## src/rtl/dictionary_pkg.sv

```systemverilog
// ---------------------------------------------------------------------------
// dictionary_pkg
// Shared definitions for the compressed-instruction dictionaries.
//   dict_state_e : dictionary load state (IDLE / LOAD / READY)
//   dict_depth() : number of entries addressable by a key of the given width
// ---------------------------------------------------------------------------
package dictionary_pkg;

  typedef enum logic [1:0] {
    DICT_IDLE  = 2'd0,
    DICT_LOAD  = 2'd1,
    DICT_READY = 2'd2
  } dict_state_e;

  function automatic int dict_depth(input int key_width);
    return 1 << key_width;
  endfunction

endpackage

```

## src/rtl/dict_priority_match.sv

```systemverilog
// ---------------------------------------------------------------------------
// dict_priority_match
// Combinational reverse lookup: compares one value against every dictionary
// entry and reports whether a valid entry holds it, plus the lowest such index.
//   entries_in : all entries, entry i at [i*VAL_WIDTH +: VAL_WIDTH]
//   valid_in   : per-entry valid bits; invalid entries never match
//   value_in   : value to search for
//   hit_out    : at least one valid entry equals value_in
//   idx_out    : lowest matching index, 0 when there is no match
// ---------------------------------------------------------------------------
module dict_priority_match
  import dictionary_pkg::*;
#(
  parameter  int KEY_WIDTH = 4,
  parameter  int VAL_WIDTH = 8,
  localparam int DEPTH     = dict_depth(KEY_WIDTH)
) (
  input  logic [DEPTH*VAL_WIDTH-1:0] entries_in,
  input  logic [DEPTH-1:0]           valid_in,
  input  logic [VAL_WIDTH-1:0]       value_in,
  output logic                       hit_out,
  output logic [KEY_WIDTH-1:0]       idx_out
);

  logic [DEPTH-1:0] eq;

  genvar gi;
  for (gi = 0; gi < DEPTH; gi++) begin : g_cmp
    assign eq[gi] = valid_in[gi] && (entries_in[gi*VAL_WIDTH +: VAL_WIDTH] == value_in);
  end

  // Scan from the top down so the last assignment wins: the lowest index.
  always_comb begin
    hit_out = |eq;
    idx_out = '0;
    for (int i = DEPTH - 1; i >= 0; i--) begin
      if (eq[i]) begin
        idx_out = KEY_WIDTH'(i);
      end
    end
  end

endmodule

```

## src/rtl/multi_port_dictionary.sv

```systemverilog
// ---------------------------------------------------------------------------
// multi_port_dictionary
// Loadable dictionary with NUM_PORTS independent lookup channels. Each channel
// returns key->value (decompress) and value->key (compress) results one cycle
// after the request.
//   clk, rst_n                    : clock, synchronous active-low reset
//   load_start                    : clear all entries and (re)enter LOAD
//   load_valid/ready/data/last    : entry load stream, written in index order
//   dict_ready                    : dictionary is in READY
//   entry_count                   : number of valid entries (0..DEPTH)
//   load_overflow                 : sticky, load word offered when none accepted
//   lk_valid_in, key_lookup_in,
//   val_lookup_in                 : per-port lookup requests (packed per port)
//   lk_valid_out, val_out,
//   val_out_hit, key_out,
//   val_lookup_result             : per-port registered lookup responses
// ---------------------------------------------------------------------------
module multi_port_dictionary
  import dictionary_pkg::*;
#(
  parameter int KEY_WIDTH = 4,
  parameter int VAL_WIDTH = 8,
  parameter int NUM_PORTS = 2
) (
  input  logic                           clk,
  input  logic                           rst_n,
  input  logic                           load_start,
  input  logic                           load_valid,
  output logic                           load_ready,
  input  logic [VAL_WIDTH-1:0]           load_data,
  input  logic                           load_last,
  output logic                           dict_ready,
  output logic [KEY_WIDTH:0]             entry_count,
  output logic                           load_overflow,
  input  logic [NUM_PORTS-1:0]           lk_valid_in,
  input  logic [NUM_PORTS*KEY_WIDTH-1:0] key_lookup_in,
  input  logic [NUM_PORTS*VAL_WIDTH-1:0] val_lookup_in,
  output logic [NUM_PORTS-1:0]           lk_valid_out,
  output logic [NUM_PORTS*VAL_WIDTH-1:0] val_out,
  output logic [NUM_PORTS-1:0]           val_out_hit,
  output logic [NUM_PORTS*KEY_WIDTH-1:0] key_out,
  output logic [NUM_PORTS-1:0]           val_lookup_result
);

  localparam int DEPTH = dict_depth(KEY_WIDTH);
  localparam int CW    = KEY_WIDTH + 1;

  dict_state_e          state_q, state_d;
  logic [CW-1:0]        count_q, count_d;
  logic [DEPTH-1:0]     valid_q, valid_d;
  logic                 overflow_q, overflow_d;
  logic [VAL_WIDTH-1:0] mem_q [DEPTH];
  logic [VAL_WIDTH-1:0] mem_d [DEPTH];

  logic [DEPTH*VAL_WIDTH-1:0] mem_flat;
  logic                       load_fire;

  assign load_ready    = (state_q == DICT_LOAD) && (count_q < CW'(DEPTH));
  assign dict_ready    = (state_q == DICT_READY);
  assign entry_count   = count_q;
  assign load_overflow = overflow_q;

  // A load_start in the same cycle drops the offered word.
  assign load_fire = load_valid && load_ready && !load_start;

  // ---------------- load FSM ----------------
  always_comb begin
    state_d    = state_q;
    count_d    = count_q;
    valid_d    = valid_q;
    overflow_d = overflow_q;
    if (load_start) begin
      state_d    = DICT_LOAD;
      count_d    = '0;
      valid_d    = '0;
      overflow_d = 1'b0;
    end else begin
      // Any word offered while nothing can be accepted is flagged.
      if (load_valid && ((state_q != DICT_LOAD) || (count_q == CW'(DEPTH)))) begin
        overflow_d = 1'b1;
      end
      if (load_fire) begin
        valid_d[count_q[KEY_WIDTH-1:0]] = 1'b1;
        count_d = count_q + CW'(1);
        if (load_last || (count_q == CW'(DEPTH - 1))) begin
          state_d = DICT_READY;
        end
      end
    end
  end

  always_ff @(posedge clk) begin
    if (!rst_n) begin
      state_q    <= DICT_IDLE;
      count_q    <= '0;
      valid_q    <= '0;
      overflow_q <= 1'b0;
    end else begin
      state_q    <= state_d;
      count_q    <= count_d;
      valid_q    <= valid_d;
      overflow_q <= overflow_d;
    end
  end

  // ---------------- entry storage ----------------
  // Every entry is read in parallel by the match logic, so storage is flops.
  always_comb begin
    for (int i = 0; i < DEPTH; i++) begin
      mem_d[i] = mem_q[i];
      if (load_fire && (count_q[KEY_WIDTH-1:0] == KEY_WIDTH'(i))) begin
        mem_d[i] = load_data;
      end
    end
  end

  // Contents are deliberately not reset; the valid bits gate every use.
  always_ff @(posedge clk) begin
    mem_q <= mem_d;
  end

  genvar gi;
  for (gi = 0; gi < DEPTH; gi++) begin : g_flat
    assign mem_flat[gi*VAL_WIDTH +: VAL_WIDTH] = mem_q[gi];
  end

  // ---------------- lookup channels ----------------
  // Lookups read the current (pre-write) contents, so a same-cycle load or
  // load_start is not visible to that request.
  for (gi = 0; gi < NUM_PORTS; gi++) begin : g_port
    logic [KEY_WIDTH-1:0] key_in;
    logic [VAL_WIDTH-1:0] val_in;
    logic                 match_hit;
    logic [KEY_WIDTH-1:0] match_idx;
    logic                 lk_valid_q, lk_valid_d;
    logic [VAL_WIDTH-1:0] val_q, val_d;
    logic                 hit_q, hit_d;
    logic [KEY_WIDTH-1:0] key_q, key_d;
    logic                 res_q, res_d;

    assign key_in = key_lookup_in[gi*KEY_WIDTH +: KEY_WIDTH];
    assign val_in = val_lookup_in[gi*VAL_WIDTH +: VAL_WIDTH];

    dict_priority_match #(
      .KEY_WIDTH (KEY_WIDTH),
      .VAL_WIDTH (VAL_WIDTH)
    ) u_match (
      .entries_in (mem_flat),
      .valid_in   (valid_q),
      .value_in   (val_in),
      .hit_out    (match_hit),
      .idx_out    (match_idx)
    );

    // Data outputs hold their last response while no request is present.
    always_comb begin
      lk_valid_d = lk_valid_in[gi];
      val_d      = val_q;
      hit_d      = hit_q;
      key_d      = key_q;
      res_d      = res_q;
      if (lk_valid_in[gi]) begin
        hit_d = valid_q[key_in];
        val_d = valid_q[key_in] ? mem_q[key_in] : '0;
        key_d = match_idx;
        res_d = match_hit;
      end
    end

    always_ff @(posedge clk) begin
      if (!rst_n) begin
        lk_valid_q <= 1'b0;
        val_q      <= '0;
        hit_q      <= 1'b0;
        key_q      <= '0;
        res_q      <= 1'b0;
      end else begin
        lk_valid_q <= lk_valid_d;
        val_q      <= val_d;
        hit_q      <= hit_d;
        key_q      <= key_d;
        res_q      <= res_d;
      end
    end

    assign lk_valid_out[gi]                      = lk_valid_q;
    assign val_out[gi*VAL_WIDTH +: VAL_WIDTH]    = val_q;
    assign val_out_hit[gi]                       = hit_q;
    assign key_out[gi*KEY_WIDTH +: KEY_WIDTH]    = key_q;
    assign val_lookup_result[gi]                 = res_q;
  end

endmodule

```

## config.mk

```make
export PLATFORM = sky130hd
export DESIGN_NAME = multi_port_dictionary
export DESIGN_NICKNAME = d
export VERILOG_FILES = /design/src/rtl/dictionary_pkg.sv /design/src/rtl/dict_priority_match.sv /design/src/rtl/multi_port_dictionary.sv
export SDC_FILE = /design/constraint.sdc
export NUM_CORES = 1
export LEC_CHECK = 0
export BUFFER_PORTS_ARGS = -buffer_cell sky130_fd_sc_hd__buf_2
export CORE_AREA = 2 2 174 176
export CTS_BUF_LIST = sky130_fd_sc_hd__clkbuf_8
export DETAILED_ROUTE_END_ITERATION = 6
export DIE_AREA = 0 0 176 178
export HOLD_SLACK_MARGIN = 0.15
export PLACE_DENSITY = 0.66
export SETUP_SLACK_MARGIN = 0.02
export SKIP_LAST_GASP = 1
export SYNTH_ARGS = -nofsm -noshare
export SYNTH_HDL_FRONTEND = slang
export SYNTH_SLANG_ARGS = --single-unit
```

## constraint.sdc

```tcl
create_clock -name clk -period 2.57 [get_ports clk]
set_input_delay 0.1285 -clock clk [delete_from_list [all_inputs] [get_ports clk]]
set_output_delay 0.1285 -clock clk [all_outputs]
set_load 0.01 [all_outputs]
```

-- Yosys cells after proc, flatten, opt, wreduce, memory -nomap -nowiden
Cells that the tools add are included.
W data, S select, Z words.
- eq/ne operators: 52
- reduce and logical (&&, ||, !) cells: 64
- muxes and demuxes: 49
- bitwise logic cells: 4
- $lt $le $gt $ge: 7
- add/subtract/negate cells: 1
- operator list (kind ; count):
    $eq A8 B8 Y1 ; 32
    $mux W4 ; 32
    $bmux W8 S4 ; 2
    $logic_and A1 B1 Y1 ; 53
    $mux W8 ; 6
    $eq A4 B4 Y1 const B ; 8
    $reduce_or A16 Y1 ; 2
    $eq A4 B3 Y1 const B ; 4
    $or A16 B16 Y16 ; 1
    $lt A4 B5 Y1 const B ; 3
    $ge A5 B5 Y1 const B ; 2
    $not A4 Y5 ; 2
    $bmux W1 S4 ; 2
    $eq A4 B2 Y1 const B ; 2
    $mux W1 ; 6
    $add A5 B1 Y5 const B ; 1
    $eq A5 B4 Y1 const B ; 1
    $eq A5 B5 Y1 const B ; 1
    $lt A5 B5 Y1 const B ; 1
    $demux W1 S4 ; 1
    $eq A4 B1 Y1 const B ; 1
    $ge A4 B1 Y1 const B ; 1
    $logic_not A4 Y1 ; 1
    $reduce_and A2 Y1 ; 2
    other kinds (8) ; 10
- bits in registers: 182

-- Depth between registers and ports, before layout
Gate-level depths: netlist of the first run.
- depth after elaboration: 18
- mapped depth: 9

-- Hierarchy
Synthesis of the first run repeated with hierarchy kept, for this count alone.
- cells, all modules: 980
- area, all modules: 12319.3 µm²
- by module, submodules not included (module ; times used ; area an instance (µm²) ; cells each ; seq. area each (µm²)):
    multi_port_dictionary ; 1 ; 8515.7 ; 506 ; 4924.7
    dict_priority_match ; 2 ; 1901.8 ; 237 ; 0.0

-- Least setup slack after synthesis of the first run
No wires, ideal clock.
- kind: register -> register
- from: register state_q[1]
- to: register mem_q (netlist bit mem_flat[24]), enable pin
- stages on the path, launching flop included: 7
- data arrival time: 1908 ps
- buffers on the path: 0
- setup slack: 276 ps
- clock period less this slack: 2294 ps
- setup time: 386 ps
- cell sequence: dfxtp_1 nand2b_1 nor2_1 nand2_1 nor2_1 nand2_1 nor3_1
- cells in the longest elaborated chain, start to end: 5
- RTL lines (element ; line ; RTL):
    start, declared ; multi_port_dictionary.sv:48 ; dict_state_e state_q, state_d;
    start signal, assigned ; multi_port_dictionary.sv:99 ; state_q <= state_d;
    $eq A2 B1 Y1 ; multi_port_dictionary.sv:58 ; assign load_ready = (state_q == DICT_LOAD) && (count_q < CW'(DEPTH));
    $logic_and A1 B1 Y1 ; multi_port_dictionary.sv:58 ;
    named net load_ready ; multi_port_dictionary.sv:29 ; output logic load_ready,
    $logic_and A1 B1 Y1 (2 in series) ; multi_port_dictionary.sv:64 ; assign load_fire = load_valid && load_ready && !load_start;
    $logic_and A1 B1 Y1 ; multi_port_dictionary.sv:111 ; if (load_fire && (count_q[KEY_WIDTH-1:0] == KEY_WIDTH'(i))) begin
    end signal, assigned ; multi_port_dictionary.sv:119 ; mem_q <= mem_d;
    end, declared ; multi_port_dictionary.sv:52 ; logic [VAL_WIDTH-1:0] mem_q [DEPTH];
The timed path passes the listed nets, and every way through them passes these cells.
A chain may end at the register's enable or synchronous reset.

-- Final worst setup path of the first run
- from: register mem_q (netlist bit mem_flat[8])
- to: register g_port[1].key_q[3]
- cells in the longest elaborated chain, start to end: 4
- RTL lines (element ; line ; RTL):
    $eq A8 B8 Y1 ; dict_priority_match.sv:29 ; assign eq[gi] = valid_in[gi] && (entries_in[gi*VAL_WIDTH +: VAL_WIDTH] == value_in);
    $logic_and A1 B1 Y1 ; dict_priority_match.sv:29 ;
    $mux W4 (2 in series) ; dict_priority_match.sv:37 ; if (eq[i]) begin
    end signal, assigned ; multi_port_dictionary.sv:181 ; key_q <= key_d;
    end, declared ; multi_port_dictionary.sv:138 ; logic [KEY_WIDTH-1:0] key_q, key_d;
Every way passes these cells.

==> results by group, run 1 <==
Detailed routing
  – Via density: 6.03
  – Post-DRT Antenna Nets: 0
  – WL/cell: 27.5 um
  – Routed WL: 38,500 um
  – Total number of vias: 8,454
  – Detailed router's first-iteration violation count: 1,071
  – Residual DRC count: 0
  – Total iterations of the first detailed-routing run: 6

Setup path
  – CP Launch Point: mem_flat[8]
  – Critical Setup Path Class: flop to flop
  – Worst reg2reg path startpoint: mem_flat[8]
  – Crit. End Element: flop
  – Crit Path Max Fanout: 4
  – Data arrival at the endpoint of the critical path: 2.58 ns
  – Required time of the worst setup path: 2.96 ns
  – Setup slack of the most critical reg-to-reg path: 0.38 ns
  – CP startpoint kind: flop

Worst hold path
  – Type of the worst min-delay path: input pin to flop
  – Hold Path Origin: key_lookup_in[3]

Finish
  – Fraction of layout instances using a drive strength above 1: 20.4%
  – # diodes: 0
  – Commonest non-fill, non-tap cells in the layout: xnor2_1 (223), edfxtp_1 (128), buf_2 (76)
  – Core utilization of the finished layout: 44.2%
  – Number of nets in the layout: 1,043
  – Most common cell after layout, fill and taps aside: xnor2_1
  – Synth-to-Final Area Change: 11.8%

Die
  – Number of cell rows: 63
  – I/O pin cnt: 77
  – Initial Utilization: 39.5%
  – Die Ht: 178 um
  – Area of the die: 31,300 um^2
  – Die X: 176 um
  – Core Footprint: 29,400 um^2

Logic synthesis
  – Largest cells by area after synthesis: edfxtp_1 (33%), xnor2_1 (17%), mux4_1 (11%)
  – Number of storage elements in the synthesis netlist: 182
  – Synth Warn #: 0
  – Unique masters post-synth: 46
  – Gate Count Post-Synth: 899
  – Fraction of registers with async set or reset after synthesis: 0%
  – Share of the synthesized area in the top cell type: 33.1%
  – Total standard cell area after synthesis: 11,600 um^2
  – Synth area leader: edfxtp_1
  – Sequential fraction of the synthesis area: 42.4%
  – Most instantiated flip-flop cell in the synthesis netlist: edfxtp_1
  – Number of synthesized flops with an enable pin: 128
  – Post-synthesis area per instance: 12.9 um^2
  – Synthesized net count: 943

Placement
  – Gp weighted congestion: 1.02
  – Number of I/O port buffers: 76
  – Detail Placement HPWL: 29,600 um

Clock tree
  – Register clock-pin slew on the reported worst setup and hold paths: 0.11 ns
  – TritonCTS clock tree: done
  – Number of buffers inserted during clock tree synthesis: 17
  – CTS Sinks: 182
  – Buffers from clock root to sink, at most: 2
  – Clock latency reported for the late side of the worst-skew pair: 0.50 ns
  – Root Buffer: clkbuf_8
  – Cts repair resizes: 0
  – Maximum level of the CTS H-tree: 4

Timing
  – Setup Total Neg Slack: 0 ns
  – Tightest Pin Transition: 1.20 ns
  – Post-Route Skew: 0.0266 ns
  – Final clock period utilization by the worst path: 85.2%
  – Post-layout minimum cycle time: 2.19 ns
  – Worst rel slew slack: 20.0%
  – Hold Slack: 0.268 ns
  – Setup repair after global routing missed its margin: no
  – Maximum operating frequency: 457 MHz
  – Setup Viol. Count Final: 0
  – Max-slew violation count: 0
  – Final-report hold violation count: 0

Power and ir drop
  – Total power divided by cell area: 442 nW/um^2
  – Worst-case vdd ir drop: 282 uV
  – Leak pwr: 4.36 nW

Global route
  – GRT overflow: 0
  – Initial antenna violation count: 0
  – Number of global-route vias before repair: 7,992
  – Maximum number of pins on one net before global-route repair: 37
  – First-pass GRT wire length: 55,100 um
  – Total routing resource utilization after global routing: 24.9%

Status
  – Outcome: finished clean

Job
  – Number of violations of the max-capacitance limit: 0
==> critical path, stage by stage, from the launching register on <==
cell      delay [ns]
edfxtp_1        0.51
xor2_1          0.18
nor4_1          0.43
nand4_1         0.37
and4b_1         0.35
a32o_1          0.25
==> logic make-up (layout without fill, tap and decap cells) <==
| family | count (synthesis) | count (layout) | share of synthesized area, % |
|---|---|---|---|
| XOR/XNOR | 259 | 259 | 19.5 |
| AND/OR/NAND/NOR | 218 | 218 | 9.46 |
| flip-flops | 182 | 182 | 42.4 |
| multiplexers | 90 | 90 | 19.1 |
| AO/OA/AOI/OAI | 73 | 73 | 4.89 |
| buffers and inverters | 72 | 185 | 4.16 |
| adder cells (fa/ha/maj) | 5 | 5 | 0.538 |
==> sequential cells by signal, indices dropped and copies added, names as in the netlist <==
| register | cells |
|---|---|
| entry_count | 5 |
| g_port.hit_q | 2 |
| g_port.key_q | 8 |
| g_port.lk_valid_q | 2 |
| g_port.res_q | 2 |
| g_port.val_q | 16 |
| load_overflow | 1 |
| mem_flat | 128 |
| state_q | 2 |
| valid_q | 16 |
==> where the power goes <==
part	leakage [nW]	internal (mW)	switching, mW
logic	2.59	0.353	0.437
clock network	0.184	0.674	1.14
registers	1.59	3.14	0.00920
==> stage by stage <==
step                std cells  cell area, um^2  setup slack (ns)  power, mW
floorplan                 899            11600             0.276       3.76
global placement         1355            12500             0.366       3.97
detailed placement       1355            12500             0.386       3.97
CTS                      1402            13000             0.368       5.77
global route             1402            13000             0.212       5.91
finish                   1402            13000             0.380       5.75
==> path summary, 6_finish.rpt <==
| path | to | depth (start not counted) |
|---|---|---|
| setup reg to reg | g_port[1].key_q[3] | 5 |
| setup / recovery | g_port[1].key_q[3] | 5 |
| hold / removal | g_port[0].val_q[2] | 3 |
| hold reg to reg | g_port[1].val_q[0] | 1 |
==> cells in the mapped netlist (21+ instances only) <==
cell / number
nor3_1: 42
xnor2_1: 223
nand4_1: 33
nor2_1: 34
xor2_1: 36
nand2_1: 39
buf_4: 21
mux4_1: 50
dfxtp_1: 54
edfxtp_1: 128
mux4_2: 40
nand3_1: 30
==> timing repair <==
action                    in CTS  in global routing
hold buffers                  15                  0
hold endpoints to repair     140                  0
buffers inserted               0                  0
==> final cells by class <==
type / instances / area [um^2]
clock buffer: 17 / 234
timing repair buffer: 146 / 1010
fill: 2686 / 16400
tap: 390 / 488
multi-input combinational: 645 / 6210
clock inverter: 15 / 105
sequential: 182 / 4920
inverter: 7 / 26.3
==> per-layer routing <==
| layer | track usage [%] | wire length (um) | vias up |
|---|---|---|---|
| li1 | - | - | 3606 |
| met1 | 33.0 | 15300 | 4186 |
| met5 | 0 | 0 | - |
| met4 | 10.6 | 1660 | 0 |
| met3 | 6.35 | 4050 | 93 |
| met2 | 38.9 | 17500 | 569 |
(Power assumes the default switching activity.)
==> inputs of run 2 (changes only) <==
- RECOVER_POWER: default -> 100
==> run 2 against run 1 <==
First-iteration DRC count rose by 10%. Die area did not move. Count of clock-buffer cells in the layout unchanged. Clock skew up 0.00057 ns. Wire length is 0.52% higher. Sequential share of layout area up 0.25 points. Maximum frequency fell by 2.1%. Worst setup slack got worse by 0.047 ns. Hold slack worse by 0.0027 ns. Critical endpoint is now mem_flat[13]. Highest routed layer unchanged.
==> results by group, run 2 (synthesis results as in run 1) <==
Detailed routing
  – Detailed router's first-iteration violation count: 1,181 (+10%)
  – Total length of routed met2 wires: 17,600 um (+0.84%)
  – WL/cell: 27.6 um (+0.52%)
  – Uppermost layer routed: met4
  – Residual DRC count: 0 (unchanged)
  – Routed metal-1 wire length: 15,500 um (+0.78%)
  – Via density: 6.05 (+0.27%)
  – Total met3 wirelength after detailed routing: 3970 um (-1.9%)
  – Post-DRT Antenna Nets: 0 (unchanged)
  – Total iterations of the first detailed-routing run: 6 (unchanged)
  – Total number of vias: 8,477 (+0.27%)
  – Routed WL: 38,700 um (+0.52%)

Worst hold path
  – Type of the worst min-delay path: input pin to flop

Finish
  – Final Instance Count excl. Fillers: 1,402 (unchanged)
  – Synth-to-Final Area Change: 11.1%
  – Fraction of layout instances using a drive strength above 1: 15.5% (-4.8 points)
  – # diodes: 0 (unchanged)
  – Reg area: 4920 um^2 (unchanged)
  – Max FFs per register: 128 (unchanged)
  – Commonest non-fill, non-tap cells in the layout: xnor2_1 (223), edfxtp_1 (128), dfxtp_1 (54)
  – Post-route cell area: 12,900 um^2 (-0.65%)
  – Most common cell after layout, fill and taps aside: xnor2_1
  – Number of nets in the layout: 1,043 (unchanged)
  – Number of inserted filler cells in the final layout: 2,709 (+0.86%)
  – Core utilization of the finished layout: 43.9% (-0.29 points)
  – Area used by multi-input combinational logic: 6210 um^2 (unchanged)

Global route
  – GRT overflow: 0 (unchanged)
  – Maximum number of pins on one net before global-route repair: 37 (unchanged)
  – Total routing resource utilization after global routing: 24.9% (unchanged)
  – Number of global-route vias before repair: 7,992 (unchanged)
  – Initial antenna violation count: 0 (unchanged)
  – First-pass GRT wire length: 55,100 um (unchanged)

Placement
  – Cell Area, Placed: 12,500 um^2 (unchanged)
  – Number of cells after detailed placement: 1,355 (unchanged)
  – Detail Placement HPWL: 29,600 um (unchanged)
  – Gp weighted congestion: 1.02 (unchanged)
  – Pre-CTS WS: 0.386 ns (unchanged)
  – Number of I/O port buffers: 76 (unchanged)

Power and ir drop
  – Total power divided by cell area: 445 nW/um^2 (+0.68%)
  – Total power draw: 5.75 mW (about the same)
  – Leak pwr: 4.16 nW (-4.5%)
  – Worst-case vdd ir drop: 282 uV (+0.23%)

Die
  – I/O pin cnt: 77 (unchanged)
  – Die X: 176 um (unchanged)
  – Number of cell rows: 63 (unchanged)
  – Core Footprint: 29,400 um^2 (unchanged)
  – Area of the die: 31,300 um^2 (unchanged)
  – Die Ht: 178 um (unchanged)
  – Initial Utilization: 39.5% (unchanged)

Setup path
  – Critical-path cell list: nand2b_1 -> nor2_1 -> nand2_1 -> nor2_1 -> nand2_1 -> nor3_1 -> clkbuf_2
  – Critical Setup Path Class: flop to flop
  – Data arrival at the endpoint of the critical path: 2.41 ns (-0.17 ns)
  – Crit Path Max Fanout: 9 (+5)
  – Worst reg2reg path startpoint: state_q[1]
  – Longest individual stage delay on the worst path: 0.35 ns (-0.16 ns)
  – Worst setup path endpoint: mem_flat[13]
  – CP startpoint kind: flop
  – Crit. End Element: flop
  – Cell with the largest stage delay on the worst path: clkbuf_2
  – Logic depth of the worst register-to-register path: 7 (+2)
  – CP Launch Point: state_q[1]
  – Setup slack of the most critical reg-to-reg path: 0.33 ns (-0.05 ns)
  – Required time of the worst setup path: 2.74 ns (-0.22 ns)
  – Endpoint of the most critical register-to-register path: mem_flat[13]

Timing
  – Hold Slack: 0.265 ns (-0.00271 ns)
  – Tightest Pin Transition: 1.17 ns (-0.0319 ns)
  – Max-slew violation count: 0 (unchanged)
  – Setup Viol. Count Final: 0 (unchanged)
  – Final critical-path setup slack: 0.332 ns (-0.0473 ns)
  – Maximum operating frequency: 447 MHz (-2.1%)
  – Post-layout minimum cycle time: 2.24 ns (+0.0473 ns)
  – Post-Route Skew: 0.0271 ns (+0.000568 ns)
  – Final clock period utilization by the worst path: 87.1% (+1.8 points)
  – Setup repair after global routing missed its margin: no
  – Setup Total Neg Slack: 0 ns (unchanged)
  – Worst rel slew slack: 22.1% (+2.1 points)
  – Final-report hold violation count: 0 (unchanged)

Clock tree
  – Cts repair resizes: 0 (unchanged)
  – Root Buffer: clkbuf_8
  – TritonCTS clock tree: done
  – Clock latency reported for the late side of the worst-skew pair: 0.50 ns (about the same)
  – Buffers from clock root to sink, at most: 2 (unchanged)
  – CTS Sinks: 182 (unchanged)
  – Register clock-pin slew on the reported worst setup and hold paths: 0.11 ns (about the same)
  – Number of buffers inserted during clock tree synthesis: 17 (unchanged)
  – Maximum level of the CTS H-tree: 4 (unchanged)

Status
  – Outcome: finished clean

Job
  – Number of violations of the max-capacitance limit: 0 (unchanged)
run 2: cell types whose count changed in the layout (fill, tap and decap cells not counted):
| cell | change |
|---|---|
| clkbuf_1 | +48 |
| buf_2 | -47 |
| buf_4 | -10 |
| clkbuf_2 | +9 |
| inv_1 | +1 |
| inv_2 | -1 |
run 2: routing by layer:
metal | vias to the layer above | GRT usage, %
li1 | 3605 | -
met1 | 4217 | 33.0
met2 | 561 | 38.9
met3 | 94 | 6.35
met4 | 0 | 10.6
met5 | - | 0
run 2: worst min-delay path by stage:
stage | startpoint | endpoint | slack, ns | cells past startpoint
2_1_floorplan | load_data[0] | mem_flat[0] | 0.23 | 0
3_3_place_gp | load_valid | load_overflow | 0.39 | 3
3_5_place_dp | load_valid | load_overflow | 0.40 | 3
4_1_cts | key_lookup_in[3] | g_port[0].val_q[2] | 0.23 | 3
5_1_grt | key_lookup_in[3] | g_port[0].val_q[3] | 0.25 | 3
6_report | key_lookup_in[3] | g_port[0].val_q[2] | 0.27 | 3
run 2: repair_timing:
item                                    4_1_cts  5_1_grt
endpoints found under the hold margin       140        0
endpoints found under the setup margin        0        0
hold buffers                                 15        0
setup buffers                                 0        0
run 2: cell type report:
type                    count  area share, %
clock buffers              17           1.81
inverters                   7          0.203
multi-input cells         645           48.1
flip-flops and latches    182           38.1
repair buffers            146           7.13
clock inverters            15          0.814
well taps                 390           3.78
run 2: report_power, final:
group | internal, mW | switching (mW)
combinational | 0.349 | 0.438
clock | 0.674 | 1.14
sequential | 3.14 | 0.00934
run 2: worst max-delay path: cells and delay by family, from the launching register on:
kind	cells	cell delay, ns
buffers and inverters	1	0.35
AND/OR/NAND/NOR	6	1.25
flip-flops	1	0.32
==> inputs of run 3 (changes only) <==
- PLACE_DENSITY: 0.66 -> 0.58
==> run 3 against run 2 <==
Non-clock buffer count shrank 6. Worst setup slack gained 0.031 ns. Clock skew fell by 0.0050 ns. Sequential cell count unchanged. Final area rose by 0.96%. Clock power grew 33%. Critical path type unchanged. Largest cell class unchanged. Highest routed layer is now met5.
==> results by group, run 3 (synthesis results as in run 1) <==
Status
  – Outcome: finished clean

Detailed routing
  – WL/cell: 26.8 um (-3.0%)
  – Post-DRT Antenna Nets: 0 (unchanged)
  – Routed WL: 37,400 um (-3.4%)
  – Total number of vias: 8,237 (-2.8%)
  – Via density: 5.90 (-2.4%)
  – Detailed router's first-iteration violation count: 930 (-21%)
  – Total iterations of the first detailed-routing run: 5 (-1)
  – Residual DRC count: 0 (unchanged)

Timing
  – Setup repair after global routing missed its margin: no
  – Max-slew violation count: 0 (unchanged)
  – Tightest Pin Transition: 1.10 ns (-0.0686 ns)
  – Final clock period utilization by the worst path: 85.9% (-1.2 points)
  – Setup Viol. Count Final: 0 (unchanged)
  – Maximum operating frequency: 453 MHz (+1.4%)
  – Post-Route Skew: 0.0222 ns (-0.00496 ns)
  – Post-layout minimum cycle time: 2.21 ns (-0.0313 ns)
  – Worst rel slew slack: 26.8% (+4.7 points)
  – Final-report hold violation count: 0 (unchanged)
  – Hold Slack: 0.265 ns (+0.000237 ns)
  – Setup Total Neg Slack: 0 ns (unchanged)

Clock tree
  – Clock latency reported for the late side of the worst-skew pair: 0.49 ns (about the same)
  – Setup fix buffers added after clock tree synthesis: 0 (unchanged)
  – Cts repair resizes: 0 (unchanged)
  – Buffers from clock root to sink, at most: 2 (unchanged)
  – Number of buffers inserted during clock tree synthesis: 17 (unchanged)
  – TritonCTS clock tree: done
  – CTS Sinks: 182 (unchanged)
  – Root Buffer: clkbuf_8
  – Maximum level of the CTS H-tree: 4 (unchanged)
  – Register clock-pin slew on the reported worst setup and hold paths: 0.11 ns (about the same)

Setup path
  – Buf/Inv on CP: 0 (-1)
  – Cell with the largest stage delay on the worst path: edfxtp_1
  – Longest individual stage delay on the worst path: 0.51 ns (+0.16 ns)
  – Critical-path cell list: xnor2_1 -> nand4_1 -> nor4_1 -> and3_1 -> nor3_1 -> a22oi_1 -> o21ai_0
  – CP startpoint kind: flop
  – Data arrival at the endpoint of the critical path: 2.58 ns (+0.17 ns)
  – Category of cells accounting for the largest share of critical-path delay: simple AND/OR/NAND/NOR gates
  – Setup slack of the most critical reg-to-reg path: 0.36 ns (+0.03 ns)
  – Required time of the worst setup path: 2.95 ns (+0.21 ns)
  – Critical Setup Path Class: flop to flop
  – Crit. End Element: flop
  – Crit Path Max Fanout: 4 (-5)

Die
  – Core Footprint: 29,400 um^2 (unchanged)
  – Die Ht: 178 um (unchanged)
  – Number of cell rows: 63 (unchanged)
  – Area of the die: 31,300 um^2 (unchanged)
  – I/O pin cnt: 77 (unchanged)
  – Die X: 176 um (unchanged)
  – Initial Utilization: 39.5% (unchanged)

Global route
  – Total routing resource utilization after global routing: 24.4% (-0.44 points)
  – Maximum number of pins on one net before global-route repair: 37 (unchanged)
  – Initial antenna violation count: 2 (+2)
  – First-pass GRT wire length: 54,900 um (-0.31%)
  – GRT overflow: 0 (unchanged)
  – Number of global-route vias before repair: 8,088 (+1.2%)

Job
  – Number of violations of the max-capacitance limit: 0 (unchanged)

Finish
  – Max FFs per register: 128 (unchanged)
  – Core utilization of the finished layout: 44.3% (+0.42 points)
  – Post-route cell area: 13,000 um^2 (+0.96%)
  – Most common cell after layout, fill and taps aside: xnor2_1
  – Number of nets in the layout: 1,037 (-0.58%)
  – Reg area: 4920 um^2 (unchanged)
  – Commonest non-fill, non-tap cells in the layout: xnor2_1 (223), edfxtp_1 (128), dfxtp_1 (54)
  – Synth-to-Final Area Change: 12.2%
  – Number of inserted filler cells in the final layout: 2,687 (-0.81%)
  – # diodes: 0 (unchanged)
  – Fraction of layout instances using a drive strength above 1: 15.4% (-0.11 points)
  – Area used by multi-input combinational logic: 6210 um^2 (unchanged)

Power and ir drop
  – Worst-case vdd ir drop: 271 uV (-3.9%)
  – Leak pwr: 4.21 nW (+1.0%)
  – Total power divided by cell area: 488 nW/um^2 (+9.6%)

Placement
  – Detail Placement HPWL: 28,400 um (-3.9%)
  – Number of I/O port buffers: 76 (unchanged)
  – Gp weighted congestion: 0.946 (-7.1%)
  – Cell Area, Placed: 12,500 um^2 (-0.16%)

Worst hold path
  – Type of the worst min-delay path: input pin to flop
run 3: layout make-up:
type	instances	area share [%]
repair buffers	140	6.94
multi-input cells	645	47.7
flip-flops and latches	182	37.8
clock buffers	17	1.79
clock inverters	15	1.88
inverters	7	0.202
well taps	390	3.74
run 3: repair_timing:
action                                 CTS  global route
setup endpoints to repair                0             0
hold buffers                            15             0
endpoints found under the hold margin  138             0
run 3: worst paths after layout:
path	startpoint	to	depth (start not counted)
setup reg to reg	mem_flat[9]	g_port[0].key_q[1]	7
hold / removal	key_lookup_in[3]	g_port[0].val_q[0]	3
hold reg to reg	g_port[0].val_q[2]	g_port[0].val_q[2]	1
setup / recovery	mem_flat[9]	g_port[0].key_q[1]	7
run 3: through the flow:
step / setup slack [ns] / cells / power (mW)
6_report: 0.364 / 1396 / 6.36
3_3_place_gp: 0.398 / 1349 / 4.00
4_1_cts: 0.403 / 1396 / 6.37
2_1_floorplan: 0.276 / 899 / 3.76
3_5_place_dp: 0.372 / 1349 / 4.00
5_1_grt: 0.117 / 1396 / 6.53
run 3: where the power goes:
part	leakage (nW)	total, mW	switching (mW)	internal (mW)
registers	1.59	3.15	0.00864	3.14
logic	2.37	0.815	0.459	0.356
clock network	0.247	2.40	1.13	1.27
total	4.21	6.36	1.60	4.76
run 3: routing by layer:
layer | global-route usage [%] | share of wire [%]
met5 | 0 | 0.072
met4 | 12.0 | 4.8
met3 | 4.97 | 9.4
met2 | 36.6 | 44
met1 | 33.9 | 42
run 3: worst register-to-register path, delay by kind of cell, from the launching register on:
| kind | cells | cell delay [ns] |
|---|---|---|
| flip-flops | 1 | 0.51 |
| AO/OA/AOI/OAI | 2 | 0.27 |
| AND/OR/NAND/NOR | 4 | 1.04 |
| XOR/XNOR | 1 | 0.26 |
